### config.mk
export PLATFORM = sky130hd
export DESIGN_NAME = vend_controller
export DESIGN_NICKNAME = d
export VERILOG_FILES = /design/src/rtl/vend_pkg.sv /design/src/rtl/vend_timeout_timer.sv /design/src/rtl/vend_controller.sv
export SDC_FILE = /design/constraint.sdc
export NUM_CORES = 1
export LEC_CHECK = 0
export ABC_AREA = 1
export ABC_CLOCK_PERIOD_IN_PS = 2750
export BUFFER_PORTS_ARGS = -buffer_cell sky130_fd_sc_hd__buf_2
export CAP_MARGIN = 20
export CORE_UTILIZATION = 53
export DETAILED_ROUTE_END_ITERATION = 6
export PLACE_DENSITY_LB_ADDON = 0.3
export SLEW_MARGIN = 20
export SYNTH_ARGS = -nofsm -noshare
export SYNTH_HDL_FRONTEND = slang
export SYNTH_SLANG_ARGS = --single-unit
### constraint.sdc
create_clock -name clk -period 2.75 [get_ports clk]
set_input_delay 0 -clock clk [delete_from_list [all_inputs] [get_ports clk]]
set_output_delay 0 -clock clk [all_outputs]
set_load 0.005 [all_outputs]
### src/rtl/vend_pkg.sv
// Shared types and widths for the vending controller and its helpers.
package vend_pkg;

    localparam int CREDIT_W = 8;
    localparam int ITEM_W   = 2;

    typedef enum logic [2:0] {
        ST_IDLE,
        ST_COLLECT,
        ST_CHECK,
        ST_DISPENSE,
        ST_CHANGE
    } state_e;

    // Widened to CREDIT_W+1 bits so a wrapping sum can never sneak under the ceiling.
    function automatic logic over_ceiling(input logic [CREDIT_W-1:0] credit,
                                          input logic [CREDIT_W-1:0] coin,
                                          input logic [CREDIT_W-1:0] ceiling);
        return ({1'b0, credit} + {1'b0, coin}) > {1'b0, ceiling};
    endfunction

endpackage

### src/rtl/vend_timeout_timer.sv
// Inactivity counter for COLLECT; only instantiated when VEND_TIMEOUT_EN is defined.
module vend_timeout_timer #(
    parameter logic [15:0] TIMEOUT_CYCLES = 16'd1000
) (
    input  logic clk,
    input  logic rst_n,
    input  logic clear,
    input  logic enable,
    output logic expired
);

    logic [15:0] count_q;

    assign expired = (count_q == TIMEOUT_CYCLES);

    always_ff @(posedge clk or negedge rst_n) begin
        if (!rst_n) begin
            count_q <= '0;
        end else if (clear) begin
            count_q <= '0;
        end else if (enable && !expired) begin
            count_q <= count_q + 16'd1;
        end
    end

endmodule

### src/rtl/vend_controller.sv
// Vending controller: coin collection, price/stock check, dispense and change handshakes.
// Define VEND_TIMEOUT_EN to auto-refund after TIMEOUT_CYCLES idle cycles in COLLECT.
module vend_controller
    import vend_pkg::*;
#(
    parameter logic [CREDIT_W-1:0] MAX_CREDIT     = 8'd99,
    parameter logic [15:0]         TIMEOUT_CYCLES = 16'd1000
) (
    input  logic                clk,
    input  logic                rst_n,
    input  logic                coin_valid,
    input  logic [CREDIT_W-1:0] coin_value,
    input  logic                item_req_valid,
    input  logic [ITEM_W-1:0]   item_req_sel,
    input  logic                cancel,
    input  logic [CREDIT_W-1:0] price_in,
    input  logic [3:0]          stock_level,
    input  logic                dispense_ready,
    input  logic                change_ready,
    output logic [ITEM_W-1:0]   sel_item,
    output logic [CREDIT_W-1:0] credit,
    output logic                dispense_valid,
    output logic [ITEM_W-1:0]   dispense_item,
    output logic                change_valid,
    output logic [CREDIT_W-1:0] change_amount,
    output logic                coin_reject,
    output logic                sold_out,
    output logic                insufficient
);

    state_e              state_q, state_d;
    logic [CREDIT_W-1:0] credit_q, credit_d;
    logic [ITEM_W-1:0]   sel_q, sel_d;
    logic                coin_reject_q, coin_reject_d;
    logic                sold_out_q, sold_out_d;
    logic                insufficient_q, insufficient_d;
    logic                timeout_fire;

`ifdef VEND_TIMEOUT_EN
    vend_timeout_timer #(
        .TIMEOUT_CYCLES (TIMEOUT_CYCLES)
    ) u_timeout_timer (
        .clk     (clk),
        .rst_n   (rst_n),
        .clear   (coin_valid || item_req_valid || (state_q != ST_COLLECT)),
        .enable  (state_q == ST_COLLECT),
        .expired (timeout_fire)
    );
`else
    // No timer is built; the parameter stays for a uniform interface across builds.
    assign timeout_fire = 1'b0 && (TIMEOUT_CYCLES != 16'd0);
`endif

    always_comb begin
        // NOTE: every signal gets a default before the case so no path can infer a latch.
        state_d        = state_q;
        credit_d       = credit_q;
        sel_d          = sel_q;
        coin_reject_d  = 1'b0;
        sold_out_d     = 1'b0;
        insufficient_d = 1'b0;

        unique case (state_q)
            ST_IDLE: begin
                if (coin_valid) begin
                    credit_d = coin_value;
                    state_d  = ST_COLLECT;
                end
            end
            ST_COLLECT: begin
                if (cancel) begin
                    state_d = ST_CHANGE;
                end else if (coin_valid) begin
                    if (over_ceiling(credit_q, coin_value, MAX_CREDIT)) begin
                        coin_reject_d = 1'b1;
                    end else begin
                        credit_d = credit_q + coin_value;
                    end
                end else if (item_req_valid) begin
                    sel_d   = item_req_sel;
                    state_d = ST_CHECK;
                end else if (timeout_fire) begin
                    state_d = ST_CHANGE;
                end
            end
            ST_CHECK: begin
                if (stock_level == 4'd0) begin
                    sold_out_d = 1'b1;
                    state_d    = ST_COLLECT;
                end else if (credit_q < price_in) begin
                    insufficient_d = 1'b1;
                    state_d        = ST_COLLECT;
                end else begin
                    credit_d = credit_q - price_in;
                    state_d  = ST_DISPENSE;
                end
            end
            ST_DISPENSE: begin
                if (dispense_ready) begin
                    state_d = (credit_q != '0) ? ST_CHANGE : ST_IDLE;
                end
            end
            ST_CHANGE: begin
                if (change_ready) begin
                    credit_d = '0;
                    state_d  = ST_IDLE;
                end
            end
            default: state_d = ST_IDLE;
        endcase

        // Coins arriving while a transaction is in flight are bounced back.
        if (coin_valid && (state_q inside {ST_CHECK, ST_DISPENSE, ST_CHANGE})) begin
            coin_reject_d = 1'b1;
        end
    end

    always_ff @(posedge clk or negedge rst_n) begin
        if (!rst_n) begin
            state_q        <= ST_IDLE;
            credit_q       <= '0;
            sel_q          <= '0;
            coin_reject_q  <= 1'b0;
            sold_out_q     <= 1'b0;
            insufficient_q <= 1'b0;
        end else begin
            // NOTE: non-blocking assignments so every register samples pre-edge values.
            state_q        <= state_d;
            credit_q       <= credit_d;
            sel_q          <= sel_d;
            coin_reject_q  <= coin_reject_d;
            sold_out_q     <= sold_out_d;
            insufficient_q <= insufficient_d;
        end
    end

    assign sel_item       = sel_q;
    assign credit         = credit_q;
    assign dispense_valid = (state_q == ST_DISPENSE);
    assign dispense_item  = sel_q;
    assign change_valid   = (state_q == ST_CHANGE);
    assign change_amount  = change_valid ? credit_q : '0;
    assign coin_reject    = coin_reject_q;
    assign sold_out       = sold_out_q;
    assign insufficient   = insufficient_q;

endmodule

==> results of run 1 <==
## sequential cells by signal (all words and copies together), names as in the netlist
name	count
insufficient	1
credit	8
state_q	3
dispense_item	2
coin_reject	1
sold_out	1
## cells in the mapped netlist, types with 2 or more instances
cell type	count	area share
o211ai_1	3	0.012
nand4_1	7	0.023
nand3_1	22	0.057
nand2_1	92	0.18
nand2_2	6	0.019
or2_2	2	0.0064
buf_4	2	0.0077
inv_1	44	0.085
a21oi_1	14	0.036
inv_2	6	0.012
nand3_2	4	0.021
o21a_1	2	0.0077
nor2_1	20	0.039
dfrtp_1	16	0.21
nand3_4	2	0.018
ha_1	16	0.10
o21ai_0	7	0.018
mux2_2	2	0.012
nor2_2	3	0.0097
nand3b_1	3	0.012
fa_1	2	0.021
nand2_4	3	0.017
## power by group
part	internal [mW]	switching, mW	leakage, nW
sequential	0.334	0.138	0.204
combinational	0.705	1.14	1.16
clock	0.0809	0.0874	0.0210
## how the worst max path moves through the flow
stage,end,slack (ns),depth (start not counted)
global route,credit[5],0.41,13
detailed placement,credit[0],0.63,13
finish,credit[5],0.60,13
global placement,credit[0],0.67,13
floorplan,credit[1],0.82,14
CTS,credit[5],0.60,13
## layer usage
metal | share of wire | up-vias
met5 | 0 | -
met1 | 0.45 | 925
met3 | 0.054 | 11
met4 | 0.027 | 0
met2 | 0.47 | 73
li1 | - | 1058
## metrics by stage
step	setup WS [ns]	total power, mW	util	instance area [sq um]
finish	0.597	2.49	0.682	2330
global route	0.410	2.76	0.682	2330
CTS	0.598	2.47	0.682	2330
detailed placement	0.629	2.29	0.654	2230
global placement	0.674	2.25	0.654	2230
floorplan	0.822	1.88	-	1940
## cells by family (layout without fill, tap and decap cells)
| logic type | count (synthesis) | in the layout | synth area share |
|---|---|---|---|
| adder cells (fa/ha/maj) | 18 | 18 | 0.124 |
| XOR/XNOR | 1 | 1 | 0.00451 |
| flip-flops | 16 | 16 | 0.206 |
| buffers and inverters | 55 | 114 | 0.115 |
| multiplexers | 2 | 2 | 0.0116 |
| AO/OA/AOI/OAI | 30 | 30 | 0.0921 |
| AND/OR/NAND/NOR | 170 | 170 | 0.447 |
## layout make-up
cell class / count / area, sq um / share of cell area
inverters: 51 / 193 / 0.0827
multi-input cells: 221 / 1320 / 0.566
well taps: 46 / 57.6 / 0.0247
flip-flops and latches: 16 / 400 / 0.172
repair buffers: 59 / 325 / 0.140
clock buffers: 4 / 36.3 / 0.0156
## tightest hold or removal path, stage by stage
cell and delay, ns:
buf_2 0.07, nor2_1 0.03, nand2_1 0.10, nor2_2 0.07
==> flow_metrics.tcl, run 1 <==
set metrics [dict create \
    status "completed" \
    cp_num_buf_inv 3 \
    nets 399 \
    power_density_nw_per_um2 1070 \
    r2r-start "credit[0]" \
    clockBufferDepth 2 \
    grtUsageMet3 0.0347 \
    relSlewSlack 0.719 \
    hold_viol 0 \
    cp.required_ns 3.00 \
    globalRouteTotalUtil 0.287 \
    fmax_mhz 464 \
    crit_top_cell "nand3_1" \
    start_util 0.569 \
    portBuffers 53 \
    postCtsHoldBufs 6 \
    top_usage_layer "met2" \
    cts.sinks 16 \
    met1_usage 0.361 \
    coreArea_sq_um 3420 \
    post_drt_via_cell_ratio 5.21 \
    path_class "reg -> reg" \
    arrival_ns 2.40 \
    grtUsageMet2 0.486 \
    worst_path_max_delay_cell "dfrtp_1" \
    routedWlPerCell_microns 12.9 \
    ys_ff_latch 16 \
    core.rowCount 21 \
    ff2ff_path_depth 13 \
    grt-ovfl-total 0 \
    tightest_slew_ns 0.420 \
    drtIter0Drc 155 \
    peakVddDrop_mv 0.590 \
    fillers 324 \
    p_leak_nw 1.38 \
    critPathMaxFanout 8 \
    grt_antenna_before_repair 0 \
    remaining_drc_errors 0 \
    synthesis.area_sq_um 1940 \
    cts_max_level 1 \
    clock_latency_ns 0.31 \
    cp_top_family "simple AND/OR/NAND/NOR gates" \
    hold_ws_ns 0.00781 \
    yosysWarnings 0 \
    reg2reg_slack_ns 0.60 \
    final_common_cell "nand2_1" \
    yosysSeqAreaShare 0.206 \
    dp_hpwl_microns 4130 \
    area_growth_pct 20.0 \
    detail_route.wirelength_microns 5120 \
    hold_class "in -> reg" \
    cp-start-kind "register" \
    path_cells "inv_1, ha_1, inv_1, fa_1, nand3_1, nand3_1, nand4_1, nand3_1, nand2_4, clkinv_2, nand4_4, nand2_1, nand2_1" \
    cts_resized 0 \
    synth_ff_type "dfrtp_1" \
    synth_nets 339 \
    ant_nets 0 \
    gp_congestion 0.882 \
    die_h_microns 62.6 \
    clkTransAtPathRegs_ns 0.11 \
    crit_start "credit[0]" \
    cpPeakStageDelay_ns 0.42 \
    hold_start "stock_level[0]" \
    reg2reg_to "credit[5]" \
    final_cell_mix "nand2_1, buf_2, inv_1" \
    fin_crit_ns 2.15 \
    die_area_sq_um 3910 \
    skew_ns 0.00902 \
    endpoint_kind "register" \
    dp_cells 387 \
    postCtsSetupBuffers 0 \
    synth.distinct_cells 36 \
    timing.final.crit_share 0.783 \
    drt_first_pass_iters 4 \
    fin_tns_setup_ns 0 \
    grt_max_degree 17 \
    hold_depth 4 \
    syn_avg_cell_area_sq_um 6.65 \
    finalSetupViolCount 0 \
    drv_slew 0 \
    synthCells 292 \
    rsz0062_at_grt "false" \
    ios 54 \
    holdPathEnd "sold_out" \
    async_flop_share 1.00 \
    root_buffer "clkbuf_4" \
    drive_above_1_share 0.265 \
    cts_buffers 3 \
    tritoncts "yes" \
    maxCapViolations 0 \
    n_antenna_cell 0 \
    synth-edff-count 0 \
    grt_pass1_wl_microns 8830 \
    fin_cells 397 \
    die_x_microns 62.6 \
    vias 2067 \
    grt_pass1_vias 1977 \
]
(Power assumes the default switching activity.)
==> inputs of run 2 (changes only) <==
--- a/config.mk
+++ b/config.mk
@@ -6,10 +6,10 @@
 export NUM_CORES = 1
 export LEC_CHECK = 0
 export ABC_AREA = 1
-export ABC_CLOCK_PERIOD_IN_PS = 2750
+export ABC_CLOCK_PERIOD_IN_PS = 1800
 export BUFFER_PORTS_ARGS = -buffer_cell sky130_fd_sc_hd__buf_2
 export CAP_MARGIN = 20
-export CORE_UTILIZATION = 53
+export CORE_UTILIZATION = 48
 export DETAILED_ROUTE_END_ITERATION = 6
 export PLACE_DENSITY_LB_ADDON = 0.3
 export SLEW_MARGIN = 20
==> constraint.sdc (replaced) <==
create_clock -name clk -period 1.8 [get_ports clk]
set_input_delay 0 -clock clk [delete_from_list [all_inputs] [get_ports clk]]
set_output_delay 0 -clock clk [all_outputs]
set_load 0.005 [all_outputs]
==> flow_metrics.tcl, run 2 (synthesis results as in run 1) <==
set metrics [dict create \
    grt_pass1_vias 2020 \
    drv_slew 0 \
    relSlewSlack 0.740 \
    vias 2228 \
    remaining_drc_errors 0 \
    grt_pass1_wl_microns 8830 \
    globalRouteTotalUtil 0.266 \
    cts.sinks 16 \
    hold_viol 0 \
    cts_max_level 1 \
    routedWlPerCell_microns 12.6 \
    fin_tns_setup_ns -1.81 \
    timing.final.crit_share 1.13 \
    die_area_sq_um 4310 \
    p_leak_nw 1.57 \
    ant_nets 0 \
    clockBufferDepth 2 \
    ios 54 \
    drive_above_1_share 0.371 \
    drtIter0Drc 113 \
    clock_latency_ns 0.25 \
    largest_reg_flops 8 \
    fmax_mhz 492 \
    cts_buffers 3 \
    drt_first_pass_iters 5 \
    area_growth_pct 37.1 \
    critPathMaxFanout 8 \
    n_antenna_cell 0 \
    postLayoutCoreUtil 0.706 \
    die_x_microns 65.6 \
    skew_ns 0.00290 \
    grt_max_degree 17 \
    power_density_nw_per_um2 1700 \
    fin_crit_ns 2.03 \
    final_common_cell "nand2_1" \
    cp.required_ns 1.94 \
    peakVddDrop_mv 0.884 \
    portBuffers 53 \
    start_util 0.515 \
    detail_route.wirelength_microns 5480 \
    post_drt_via_cell_ratio 5.11 \
    worst_slack_ns -0.232 \
    core.rowCount 22 \
    rsz0062_at_grt "true" \
    die_h_microns 65.6 \
    hold_class "in -> reg" \
    tightest_slew_ns 0.390 \
    maxCapViolations 0 \
    endpoint_kind "register" \
    violations "negative setup slack" \
    cp-start-kind "register" \
    grt-ovfl-total 0 \
    dp_hpwl_microns 4390 \
    clkTransAtPathRegs_ns 0.07 \
    coreArea_sq_um 3770 \
    arrival_ns 2.17 \
    gp_congestion 0.917 \
    final_cell_mix "nand2_1, buf_2, inv_1" \
    status "finished with violations" \
    path_class "reg -> reg" \
    root_buffer "clkbuf_8" \
    finalSetupViolCount 11 \
    nets 436 \
    grt_antenna_before_repair 0 \
    tritoncts "yes" \
]
run 2: cell type report:
type	instances	area, sq um
Timing Repair Buffer	96	598
Fill cell	324	1110
Sequential cell	16	400
Inverter	51	193
Clock buffer	4	55.1
Multi-Input combinational cell	221	1360
Tap cell	48	60.1
run 2: through the flow:
stage          setup slack, ns  hold WS, ns  cell area, sq um  power [mW]  cells
2_1_floorplan          -0.0904       -0.296              1970        2.91    292
3_3_place_gp            -0.105      -0.0602              2530        3.99    425
3_5_place_dp            -0.186      -0.0568              2530        4.07    425
4_1_cts                 -0.176       0.0422              2640        4.43    434
5_1_grt                 -0.344       0.0719              2660        4.93    436
6_report                -0.232       0.0453              2660        4.52    436
run 2: final timing paths:
kind | from | endpoint | slack [ns] | cells after the start
worst max-delay path | credit[0] | credit[1] | -0.23 | 13
worst min-delay path | dispense_ready | state_q[1] | 0.05 | 4
worst max register to register | credit[0] | credit[1] | -0.23 | 13
worst min register to register | dispense_item[0] | dispense_item[0] | 0.53 | 1
max in group asynchronous | rst_n | credit[7] | 1.32 | 2
min in group asynchronous | rst_n | credit[1] | 0.20 | 2
run 2: critical path: stages (launching register included):
cell and delay [ns]:
dfrtp_1 0.38, ha_2 0.21, inv_2 0.04, fa_2 0.37
inv_2 0.09, nand3_2 0.08, nand3_2 0.09, nand3_2 0.08
nor2_4 0.09, nor2_2 0.05, nand2_4 0.08, nand4_4 0.16
nand2_1 0.13, nand2_1 0.07
run 2: metal layers:
layer | wire, microns | GRT usage | vias up
li1 | - | - | 1128
met4 | 98 | 0.0788 | 0
met5 | 0 | 0 | -
met2 | 2560 | 0.430 | 82
met1 | 2530 | 0.378 | 1006
met3 | 294 | 0.0174 | 12
run 2: what timing repair did:
action	4_1_cts	5_1_grt
gates resized for setup	2	3
endpoints found under the hold margin	19	0
hold buffers	4	0
buffers inserted	1	2
pin swaps	2	0
setup endpoints to repair	9	11
run 2: power breakdown:
part	leakage [nW]	total [mW]	switching [mW]	internal, mW
registers	0.204	0.669	0.157	0.512
clock network	0.0288	0.325	0.131	0.194
logic	1.34	3.53	1.98	1.55
total	1.57	4.52	2.27	2.26
==> inputs of run 3 (changes only) <==
--- a/config.mk
+++ b/config.mk
@@ -6,10 +6,10 @@
 export NUM_CORES = 1
 export LEC_CHECK = 0
 export ABC_AREA = 1
-export ABC_CLOCK_PERIOD_IN_PS = 1800
+export ABC_CLOCK_PERIOD_IN_PS = 2600
 export BUFFER_PORTS_ARGS = -buffer_cell sky130_fd_sc_hd__buf_2
 export CAP_MARGIN = 20
-export CORE_UTILIZATION = 48
+export CORE_UTILIZATION = 57
 export DETAILED_ROUTE_END_ITERATION = 6
 export PLACE_DENSITY_LB_ADDON = 0.3
 export SLEW_MARGIN = 20
==> constraint.sdc (replaced) <==
create_clock -name clk -period 2.6 [get_ports clk]
set_input_delay 0 -clock clk [delete_from_list [all_inputs] [get_ports clk]]
set_output_delay 0 -clock clk [all_outputs]
set_load 0.005 [all_outputs]
==> flow_metrics.tcl, run 3 (synthesis results as in run 1) <==
set metrics [dict create \
    status "completed" \
    gp_congestion 0.892 \
    hold_ws_ns 0.00861 \
    tritoncts "yes" \
    path_class "reg -> reg" \
    clockBufferDepth 2 \
    drv_slew 0 \
    post_drt_via_cell_ratio 5.23 \
    coreArea_sq_um 3150 \
    peakVddDrop_mv 0.602 \
    cts_max_level 1 \
    start_util 0.616 \
    tightest_slew_ns 0.389 \
    cts.sinks 16 \
    hold_class "in -> reg" \
    cts_buffers 3 \
    skew_ns 0.0156 \
    drive_above_1_share 0.266 \
    fin_cells 394 \
    power_density_nw_per_um2 1140 \
    vias 2060 \
    die_area_sq_um 3650 \
    clkTransAtPathRegs_ns 0.11 \
    postCtsSetupBuffers 0 \
    rsz0062_at_grt "false" \
    relSlewSlack 0.741 \
    die_x_microns 60.4 \
    ant_nets 0 \
    largest_reg_flops 8 \
    grt_antenna_before_repair 0 \
    fin_tns_setup_ns 0 \
    area_growth_pct 19.3 \
    maxCapViolations 0 \
    final_cell_mix "nand2_1, buf_2, inv_1" \
    hold_viol 0 \
    finalSetupViolCount 0 \
    grt_pass1_wl_microns 8000 \
    cp.required_ns 2.83 \
    portBuffers 53 \
    die_h_microns 60.4 \
    timing.final.crit_share 0.866 \
    clock_latency_ns 0.30 \
    grt_max_degree 17 \
    postLayoutCoreUtil 0.735 \
    n_antenna_cell 0 \
    globalRouteTotalUtil 0.296 \
    arrival_ns 2.48 \
    p_total_mw 2.63 \
    endpoint_kind "register" \
    cts_resized 0 \
    routedWlPerCell_microns 12.8 \
    final_common_cell "nand2_1" \
    core.rowCount 20 \
    remaining_drc_errors 0 \
    grt_pass1_vias 1779 \
    cp-start-kind "register" \
    p_leak_nw 1.38 \
    postCtsHoldBufs 5 \
    detail_route.wirelength_microns 5060 \
    grt-ovfl-total 0 \
    dp_cells 385 \
    critPathMaxFanout 8 \
    fillers 272 \
    dp_hpwl_microns 4060 \
    fmax_mhz 444 \
    drtIter0Drc 119 \
    ios 54 \
    nets 398 \
    fin_crit_ns 2.25 \
    drt_first_pass_iters 5 \
    root_buffer "clkbuf_4" \
]
==> run 3: final timing paths <==
path                       slack (ns)             start                to  depth (start not counted)
min                             0.009    stock_level[0]          sold_out                          4
min in group asynchronous        0.14             rst_n         credit[6]                          2
max reg2reg                      0.35         credit[0]         credit[4]                         13
max                              0.35         credit[0]         credit[4]                         13
max in group asynchronous        2.17             rst_n  dispense_item[1]                          2
min reg2reg                      0.56  dispense_item[0]  dispense_item[0]                          1
==> run 3: cell type report <==
class                      count  area (sq um)  area share
multi-input combinational    221          1320       0.569
inverter                      51           193      0.0831
clock buffer                   4          36.3      0.0157
timing repair buffer          58           315       0.136
tap                           44          55.1      0.0237
sequential                    16           400       0.173
==> run 3: metrics by stage <==
stage | setup WS (ns) | cell area (sq um)
final | 0.349 | 2320
after global routing | 0.232 | 2320
after CTS | 0.379 | 2320
after detailed placement | 0.443 | 2230
after global placement | 0.515 | 2230
after floorplan | 0.672 | 1940
==> run 3: per-layer routing <==
layer	global-route usage	part of all wire
met3	0.0362	0.069
met2	0.491	0.47
met4	0.0963	0.012
met1	0.399	0.45
met5	0	0
==> run 3: critical path: stages (launching register included) <==
cell and delay (ns):
dfrtp_1 0.43, inv_1 0.13, ha_1 0.16, inv_1 0.06, fa_1 0.43, nand3_1 0.11, nand3_1 0.11, nand4_1 0.13
nand3_1 0.13, nand2_4 0.12, clkinv_2 0.07, nand4_4 0.13, nand2_1 0.09, nand2_1 0.09
==> run 3: power breakdown <==
part	switching [mW]	total (mW)	internal (mW)
sequential	0.143	0.496	0.353
combinational	1.22	1.96	0.743
clock	0.0875	0.173	0.0854
total	1.45	2.63	1.18
